**src/rtl/sprite_cmd_sender.sv**
```systemverilog
// Purpose : queues sprite-update requests and serialises them as 32-bit command
//           words to the display components, inserting a buffer-switch command
//           once per vertical blank and toggling the back buffer after it.
// Latency : a request accepted into an empty queue (FSM idle, no frame pending)
//           is on writedata one cycle after acceptance; at most one command per
//           two cycles.
// Backpressure: req_ready drops when the queue is full (even if a pop happens
//           the same cycle) and while reset is asserted.
// Ports   : clk, reset (sync, active-low), vcount (current video line),
//           req_valid/req_ready handshake with req_comp_id/req_child/req_type/
//           req_data fields, writedata/write command output, frame_count
//           (number of buffer switches issued, wraps 255->0).
module sprite_cmd_sender #(
  parameter int         FIFO_DEPTH  = 8,
  parameter logic [9:0] VBLANK_LINE = 10'd480
) (
  input  logic        clk,
  input  logic        reset,
  input  logic [9:0]  vcount,
  input  logic        req_valid,
  output logic        req_ready,
  input  logic [5:0]  req_comp_id,
  input  logic [4:0]  req_child,
  input  logic [2:0]  req_type,
  input  logic [12:0] req_data,
  output logic [31:0] writedata,
  output logic        write,
  output logic [7:0]  frame_count
);

  localparam int         AW       = $clog2(FIFO_DEPTH);
  localparam int         EW       = 27;
  localparam logic [AW:0] FULL_CNT = (AW+1)'(FIFO_DEPTH);

  typedef enum logic [1:0] {
    S_IDLE   = 2'd0,
    S_SEND   = 2'd1,
    S_SWITCH = 2'd2
  } state_t;

  state_t      state;
  logic        frame_pending;
  logic        back_buf;
  logic [9:0]  vcount_prev;

  // Request queue: entries packed as {comp_id, child, type, data}.
  logic [EW-1:0] mem [FIFO_DEPTH];
  logic [AW-1:0] wr_ptr;
  logic [AW-1:0] rd_ptr;
  logic [AW:0]   count;
  logic          full;
  logic          empty;
  logic          push;
  logic          pop;
  logic [EW-1:0] head;
  logic          vblank_start;

  assign full      = (count == FULL_CNT);
  assign empty     = (count == '0);
  assign req_ready = !full && reset;
  assign push      = req_valid && req_ready;
  // A pending frame switch has priority over queued updates.
  assign pop       = (state == S_IDLE) && !frame_pending && !empty;
  assign head      = mem[rd_ptr];

  // Rising edge of "vcount is on the blank line", so a held vcount only
  // produces a single switch.
  assign vblank_start = (vcount == VBLANK_LINE) && (vcount_prev != VBLANK_LINE);

  // Storage needs no reset; validity is tracked by count/pointers.
  always_ff @(posedge clk) begin
    if (push) begin
      mem[wr_ptr] <= {req_comp_id, req_child, req_type, req_data};
    end
  end

  always_ff @(posedge clk) begin
    if (!reset) begin
      wr_ptr <= '0;
      rd_ptr <= '0;
      count  <= '0;
    end else begin
      if (push) wr_ptr <= wr_ptr + 1'b1;
      if (pop)  rd_ptr <= rd_ptr + 1'b1;
      case ({push, pop})
        2'b10:   count <= count + 1'b1;
        2'b01:   count <= count - 1'b1;
        default: count <= count;
      endcase
    end
  end

  always_ff @(posedge clk) begin
    if (!reset) begin
      state         <= S_IDLE;
      writedata     <= 32'h0;
      write         <= 1'b0;
      frame_pending <= 1'b0;
      back_buf      <= 1'b1;
      frame_count   <= 8'd0;
      vcount_prev   <= 10'd0;
    end else begin
      vcount_prev <= vcount;
      case (state)
        S_IDLE: begin
          if (frame_pending) begin
            state     <= S_SWITCH;
            writedata <= {6'd0, 5'd0, 4'hF, 3'd0, back_buf, 13'd0};
            write     <= 1'b1;
          end else if (!empty) begin
            state     <= S_SEND;
            writedata <= {head[26:21], head[20:16], 4'h1, head[15:13], back_buf, head[12:0]};
            write     <= 1'b1;
          end else begin
            writedata <= 32'h0;
            write     <= 1'b0;
          end
        end
        S_SEND: begin
          state     <= S_IDLE;
          writedata <= 32'h0;
          write     <= 1'b0;
        end
        S_SWITCH: begin
          // The switch word went out with the old back_buf; flip afterwards.
          state       <= S_IDLE;
          writedata   <= 32'h0;
          write       <= 1'b0;
          back_buf    <= ~back_buf;
          frame_count <= frame_count + 8'd1;
        end
        default: begin
          state     <= S_IDLE;
          writedata <= 32'h0;
          write     <= 1'b0;
        end
      endcase
      // A new vblank on the same edge as the switch completes is a fresh frame
      // and must not be lost, so the set wins over the clear.
      if (state == S_SWITCH) frame_pending <= 1'b0;
      if (vblank_start)      frame_pending <= 1'b1;
    end
  end

endmodule

```
**config.mk**
```make
export PLATFORM = sky130hd
export DESIGN_NAME = sprite_cmd_sender
export DESIGN_NICKNAME = d
export VERILOG_FILES = /design/src/rtl/sprite_cmd_sender.sv
export SDC_FILE = /design/constraint.sdc
export NUM_CORES = 1
export LEC_CHECK = 0
export ABC_AREA = 1
export BUFFER_PORTS_ARGS = -buffer_cell sky130_fd_sc_hd__buf_2
export CORE_ASPECT_RATIO = 1.5
export CORE_MARGIN = 2
export CORE_UTILIZATION = 62
export CTS_BUF_LIST = sky130_fd_sc_hd__clkbuf_2
export DETAILED_ROUTE_END_ITERATION = 8
export GPL_TIMING_DRIVEN = 1
export PLACE_DENSITY = 0.82
export SLEW_MARGIN = 20
export SYNTH_ARGS = -nofsm -noshare
export SYNTH_HDL_FRONTEND = slang
export SYNTH_SLANG_ARGS = --single-unit
```
**constraint.sdc**
```tcl
create_clock -name clk -period 4.6 [get_ports clk]
set_input_delay 0.23 -clock clk [delete_from_list [all_inputs] [get_ports clk]]
set_output_delay 0.23 -clock clk [all_outputs]
set_load 0.1 [all_outputs]
```
* After elaboration in Yosys (flattened, before gate mapping)
Memories as Yosys holds them, arrays and structs flattened. A register that Yosys moved wholly into a read port is not among the register bits.
Cells that the tools add are included.
** Operators by class
- Equality and inequality tests :: 7
- Multiplexer cells :: 13
- Add/sub/neg operators :: 5
- Bitwise operators :: 3
- Reduce and logical (&&, ||, !) cells :: 15
** Operators by type and width (count)
- $mux 21 :: 1
- $mux 18 :: 1
- $eq 10x9->1 const B :: 1
- $ne 10x9->1 const B :: 1
- $add 8x1->8 const B :: 1
- $pmux 4 s2 :: 1
- $add 3x1->3 const B :: 2
- $mux 1 :: 6
- $mux 3 :: 2
- $logic_and 1x1->1 :: 5
- $add 4x1->4 const B :: 1
- $eq 2x2->1 const B :: 2
- $eq 4x4->1 const B :: 1
- $logic_not 4->1 :: 1
- $mux 2 :: 2
- $reduce_bool 2->1 :: 2
- $reduce_or 4->1 :: 1
- $sub 4x1->4 const B :: 1
- $logic_not 1->1 :: 3
- $not 1->1 :: 3
- $reduce_or 3->1 :: 1
- $eq 2x1->1 const B :: 1
- $logic_not 2->1 :: 1
- $ne 2x2->1 const B :: 1
- $reduce_and 2->1 :: 1
** Storage, ports and cells
- Word-level logic and storage cells :: 56
- Bits in writable memories :: 216
- Register bits :: 65
- Memories kept :: 1
** Memory list
- mem :: depth 8, bits a word 27, rd ports 1, clocked after Yosys merged registers in 1, wr ports 1, line 47 : logic [EW-1:0] mem [FIFO_DEPTH];

* Logic depth before layout (Yosys ltp)
Gate-level depths: netlist (run 1).
- Depth after elaboration :: 6
- Depth in mapped cells :: 14
- Mapped depth without buffers :: 14

* Worst setup path before layout (run 1)
OpenSTA, ideal clock, no wires.
- Path kind :: flip-flop to flip-flop
- From :: register count[0]
- To :: memory mem[0][0], enable pin
- Library setup time :: 0.445 ns
- Path buffers :: 1
- Data arrival time :: 2.700 ns
- Cell stages (with the launch flop) :: 6
- Period minus slack after synthesis :: 3.145 ns
- Required time :: 4.155 ns
- Slack :: 1.455 ns
- Cells stage by stage :: dfxtp_1 -> nor2_2 -> nand3_1 -> nand3_1 -> buf_2 -> nor3_1
** Between the ends
- Longest elaborated chain between the ends :: 6
** Ends and longest elaborated chain
- start, declared :: line 50 : logic [AW:0] count;
- start signal, assigned :: line 86 : 2'b10: count <= count + 1'b1;
- start signal, assigned :: line 87 : 2'b01: count <= count - 1'b1;
- start signal, assigned :: line 88 : default: count <= count;
- $eq 4x4->1 :: line 58 : assign full = (count == FULL_CNT);
- $logic_not 1->1 :: line 60 : assign req_ready = !full && reset;
- $logic_and 1x1->1 :: line 60
- $logic_and 1x1->1 :: line 61 : assign push = req_valid && req_ready;
- $mux 1 :: line 72 : if (push) begin
- $mux 1 (implied by the code) :: line 73 : mem[wr_ptr] <= {req_comp_id, req_child, req_type, req_data};
- end, declared :: line 47
Every way passes these cells.

* Worst setup path in the final report (run 1)
- From :: register count[2]
- To :: memory mem[6][12], enable pin
Same word-level chain as after synthesis.

==> results of run 1 <==
## final cells by class
cell class,instances,area (um^2)
antenna,1,2.50
clock buffer,92,460
clock inverter,18,73.8
fill,1088,4580
inverter,43,168
multi-input combinational,517,2520
sequential,281,7790
tap,210,263
timing repair buffer,140,968
## cells by family (layout without fill, tap and decap cells)
kind of cell | Yosys count | count (layout) | share of synthesized area [%]
xor gates and xnor gates | 4 | 4 | 0.327
other | 0 | 1 | 0
adders and majority gates | 6 | 6 | 0.701
AOI/OAI and AO/OA | 188 | 188 | 9.78
DFF | 281 | 281 | 72.8
buffers and inverters | 92 | 293 | 4.02
and+or+nand+nor | 319 | 319 | 12.4
## routing by layer
layer  up-vias  track usage, %  routed length (um)
met5         -               0                   0
met4         0            9.71                 431
met3        41            3.96                1670
met2       328            41.7               11500
met1      3474            30.8                8800
li1       3462               -                   -
## report_power, final
part | switching, mW | internal, mW | leakage [nW]
Clock | 0.888 | 0.531 | 0.416
Combinational | 1.77 | 0.500 | 1.72
Sequential | 0.118 | 2.91 | 2.49
Total | 2.77 | 3.94 | 4.63
## layout by cell type, fill, tap and decap left out, types with 2 or more instances in the layout
cell,n
ha_1,6
edfxtp_1,216
o211ai_1,27
nor3_2,8
nor2_1,198
inv_1,39
dlygate4sd3_1,48
a21oi_1,12
dfxtp_2,2
clkinv_2,3
nor2_2,20
o21ai_1,9
o22ai_1,27
xnor2_1,2
o21ai_0,110
inv_2,2
buf_2,81
xor2_1,2
buf_4,11
nand2_1,70
nand3_1,11
dfxtp_1,62
nand4_1,6
clkbuf_2,92
clkinv_1,14
inv_4,2
a31oi_1,2
nor3_1,2
## cell usage after synthesis (9+ instances only)
library cell	n
buf_2	11
o21ai_1	9
nor2_2	20
o22ai_1	27
a21oi_1	12
edfxtp_1	216
nand3_1	11
nand2_1	70
clkbuf_1	23
o211ai_1	27
o21ai_0	110
nor2_1	198
inv_1	39
nor3_1	10
dfxtp_1	65
## worst register-to-register path: cells and delay by family, from the launching register on
kind          cells  cell delay [ns]
buf+inv           2             0.53
flops             1             0.38
simple gates      3             1.36
## flip-flops by register name, indices dropped and copies added (netlist names), 2 cells and up, named ones only
| name | count |
|---|---|
| writedata | 30 |
| state | 2 |
| rd_ptr | 3 |
| frame_count | 8 |
| wr_ptr | 3 |
| mem | 216 |
| vcount_prev | 10 |
| count | 4 |
## worst paths after layout
check / end / from / depth (start not counted)
worst max-delay path: mem[6][12] / count[2] / 5
worst min-delay path: mem[1][26] / req_comp_id[5] / 2
worst max register to register: mem[6][12] / count[2] / 5
worst min register to register: writedata[13] / back_buf / 2
==> impl_metrics.tcl, run 1 <==
set metrics [dict create \
    status "completed" \
    ff2ff_setup_slack_ns 1.99 \
    fin_ws_ns 1.99 \
    synth_enable_flop_cells 216 \
    cp_slowest_stage_delay_ns 0.79 \
    setup_violations 0 \
    p_leak_nw 4.63 \
    final_cells 1302 \
    grt_pass1_wl_um 35000 \
    grt_antenna_before_repair 1 \
    dp.cells 1143 \
    wl_um 22400 \
    fp.dieW_um 111 \
    power_mw 6.71 \
    grt_util_all_layers_pct 24.1 \
    ys_warn_count 0 \
    synthDominantCellAreaShare_pct 60.6 \
    ir_worst_vdd_mv 0.460 \
    drt.antenna.violating_nets 0 \
    post-route-util_pct 72.8 \
    fin_crit_ns 2.61 \
    maxCapViolCount 0 \
    grt_pass1_vias 7218 \
    ys_ff_latch 281 \
    netlist_area_um2 10700 \
    final.setup.tns_ns 0 \
    root_buffer "clkbuf_2" \
    synthFlopType "edfxtp_1" \
    period_share_pct 56.7 \
    end_kind "register" \
    vias 7305 \
    cts.sinks 281 \
    worstSetupPathType "register to register" \
    post-place-ws_ns 1.82 \
    place_congestion 0.798 \
    placed_area_um2 11200 \
    rows 58 \
    path_delay_family "simple AND/OR/NAND/NOR gates" \
    synth_area_leaders "edfxtp_1 (61%), dfxtp_1 (12%), nor2_1 (6.9%)" \
    wire_per_inst_um 17.2 \
    nNetsFinal 1088 \
    cts_max_level 2 \
    yosys.area.top_type "edfxtp_1" \
    critical_path_required_ns 5.02 \
    path_clk_slew_ns 0.13 \
    hold_class "primary input to register" \
    slew_headroom_pct 30.0 \
    syn_nets 936 \
    die_area_um2 18400 \
    syn_avg_cell_area_um2 12.0 \
    drc 0 \
    startpoint_type "register" \
    drive_above_1_share_pct 20.8 \
    via_per_inst 5.61 \
    cts_hold_buf 48 \
    post_cts_buffers 0 \
    dr.first_iter.drc_count 806 \
    synth.distinct_cells 32 \
    clkLatencyLatePin_ns 0.82 \
    slew_violations 0 \
    start_util_pct 63.6 \
    io_buffers 81 \
    cts_tree "done" \
    postCtsResizedCells 0 \
    crit_arrival_ns 3.03 \
    powerDensity_nw_per_um2 548 \
    path_buf_inv 2 \
    drt_pass1_iterations 9 \
    fin_skew_ns 0.111 \
    ys_async_sr_fraction_pct 0 \
    rsz0062_at_grt "no" \
    grt_overflow 0 \
    hold_viol_final 0 \
    area_growth_syn_to_layout_pct 14.5 \
    cp_cell_sequence "inv_1, nand3_1, nand3_1, nor3_2, buf_4" \
    seq_area_frac_synth_pct 72.8 \
    cp_max_fo 18 \
    worstMarginPinSlew_ns 1.05 \
    timing.fmax_mhz 383 \
    dpl.hpwl_um 12600 \
    cpMostUsedCell "nand3_1" \
    die_h_um 165 \
    cts_made_buffers 59 \
    core_um2 16800 \
    slowest_stage "nor3_2" \
    fin_area_um2 12300 \
    io_pins 82 \
    cts.path.max_buffers 3 \
    whs_ns 0.245 \
    synthCells 890 \
    grt_max_degree 109 \
]
No activity file was read; power rests on OpenSTA's default activity.
==> inputs of run 2 (changes only) <==
--- a/config.mk
+++ b/config.mk
@@ -9,11 +9,11 @@
 export BUFFER_PORTS_ARGS = -buffer_cell sky130_fd_sc_hd__buf_2
 export CORE_ASPECT_RATIO = 1.5
 export CORE_MARGIN = 2
-export CORE_UTILIZATION = 62
+export CORE_UTILIZATION = 56
 export CTS_BUF_LIST = sky130_fd_sc_hd__clkbuf_2
 export DETAILED_ROUTE_END_ITERATION = 8
 export GPL_TIMING_DRIVEN = 1
-export PLACE_DENSITY = 0.82
+export PLACE_DENSITY = 0.78
 export SLEW_MARGIN = 20
 export SYNTH_ARGS = -nofsm -noshare
 export SYNTH_HDL_FRONTEND = slang
==> constraint.sdc (replaced) <==
create_clock -name clk -period 2.2 [get_ports clk]
set_input_delay 0.11 -clock clk [delete_from_list [all_inputs] [get_ports clk]]
set_output_delay 0.11 -clock clk [all_outputs]
set_load 0.1 [all_outputs]
==> impl_metrics.tcl, run 2 (synthesis results as in run 1) <==
set metrics [dict create \
    timing.fmax_mhz 488 \
    post-route-util_pct 68.0 \
    regMostFlops "mem" \
    wire_per_inst_um 16.7 \
    cts.path.max_buffers 3 \
    drt_pass1_iterations 7 \
    path_buf_inv 2 \
    holdPathStages 2 \
    grt_antenna_before_repair 1 \
    end_kind "primary output" \
    final_common_cell "edfxtp_1" \
    fin_crit_ns 2.05 \
    crit_arrival_ns 1.94 \
    io_pins 82 \
    startpoint_type "register" \
    start_util_pct 57.5 \
    worstSetupPathType "register to primary output" \
    slew_headroom_pct 65.6 \
    io_buffers 81 \
    grt_overflow 0 \
    nNetsFinal 1097 \
    grt_max_degree 109 \
    grt_pass1_wl_um 35500 \
    via_per_inst 5.39 \
    clkLatencyLatePin_ns 0.81 \
    cts.sinks 281 \
    rows 61 \
    path_delay_family "buffers and inverters" \
    fin_skew_ns 0.0589 \
    powerDensity_nw_per_um2 1140 \
    root_buffer "clkbuf_2" \
    placed_area_um2 11600 \
    place_congestion 0.777 \
    nFillCells 1307 \
    top_regs "mem x216, writedata x30, vcount_prev x10" \
    final_cell_mix "edfxtp_1 (216), nor2_1 (197), o21ai_0 (110)" \
    grt_pass1_vias 7430 \
    status "completed" \
    slew_violations 0 \
    hold_class "primary input to register" \
    cp_max_fo 5 \
    drc 0 \
    cts_max_level 2 \
    die_area_um2 20300 \
    wl_um 22600 \
    area_growth_syn_to_layout_pct 18.4 \
    ir_worst_vdd_mv 0.867 \
    slowest_stage "buf_2" \
    cp_slowest_stage_delay_ns 0.49 \
    grt_util_all_layers_pct 22.4 \
    drt.antenna.violating_nets 0 \
    fp.dieW_um 117 \
    vias 7303 \
    drive_above_1_share_pct 22.3 \
    critical_path_required_ns 2.09 \
    p_leak_nw 4.80 \
    core_um2 18600 \
    path_clk_slew_ns 0.11 \
    die_h_um 173 \
    cp_cell_sequence "inv_1, a31oi_1, buf_2" \
    final_cells 1355 \
    maxCapViolCount 0 \
    period_share_pct 93.2 \
    dr.first_iter.drc_count 729 \
    largest_register_ffs 216 \
    hold_viol_final 0 \
    rr_worst_depth 12 \
    cts_made_buffers 59 \
    worstMarginPinSlew_ns 0.520 \
    setup_violations 0 \
    dpl.hpwl_um 11600 \
    dp.cells 1192 \
    cts_tree "done" \
    rsz0062_at_grt "no" \
    fin_area_um2 12700 \
    cp.depth 3 \
    whs_ns 0.115 \
]
run 2: path summary, 6_finish.rpt:
check	startpoint	to	slack, ns
max	count[2]	req_ready	0.15
min	req_child[0]	mem[0][16]	0.11
max reg2reg	count[0]	count[2]	0.20
min reg2reg	frame_count[2]	frame_count[2]	0.49
run 2: routing by layer:
layer / track usage, % / vias to the layer above / wire (um)
met5: 0 / - / 0
met4: 8.58 / 0 / 461
met3: 4.30 / 46 / 1290
met2: 40.7 / 262 / 12200
met1: 25.5 / 3510 / 8590
li1: - / 3485 / -
run 2: metrics by stage:
stage / TNS, ns / power, mW / worst slack (ns)
final: 0 / 14.5 / 0.149
after global routing: 0 / 15.2 / 0.0302
after CTS: 0 / 14.5 / 0.0306
after detailed placement: 0 / 11.2 / 0.0552
after global placement: 0 / 11.1 / 0.211
after floorplan: -31.26 / 10.2 / -0.145
run 2: repair_timing:
| action | 4_1_cts | 5_1_grt |
|---|---|---|
| hold buffers | 50 | 0 |
| buffers inserted | 0 | 0 |
| setup endpoints to repair | 0 | 2 |
| gates resized for setup | 0 | 6 |
| hold endpoints to repair | 263 | 0 |
run 2: area by class of cell:
class | instances | area, um^2 | area share [%]
well taps | 252 | 315 | 2.49
multi-input cells | 517 | 2590 | 20.4
inverters | 43 | 168 | 1.32
repair buffers | 149 | 1200 | 9.50
clock buffers | 99 | 495 | 3.91
diodes | 1 | 2.50 | 0.0198
clock inverters | 13 | 101 | 0.800
flip-flops and latches | 281 | 7790 | 61.5
run 2: power by group:
part | switching, mW | leakage (nW) | internal [mW] | total [mW]
clock network | 1.89 | 0.459 | 1.41 | 3.29
logic | 3.74 | 1.85 | 1.19 | 4.93
registers | 0.171 | 2.49 | 6.09 | 6.26
run 2: worst reg2reg max path: stages, from the launching register on:
cell and delay (ns):
dfxtp_2 0.36, nor2_2 0.17, nand3_2 0.12, nand3_2 0.11
inv_2 0.07, ha_1 0.23, nor2_1 0.13, nor2_2 0.07
ha_1 0.18, a21oi_1 0.16, xnor2_1 0.10, o21ai_0 0.14
inv_1 0.05
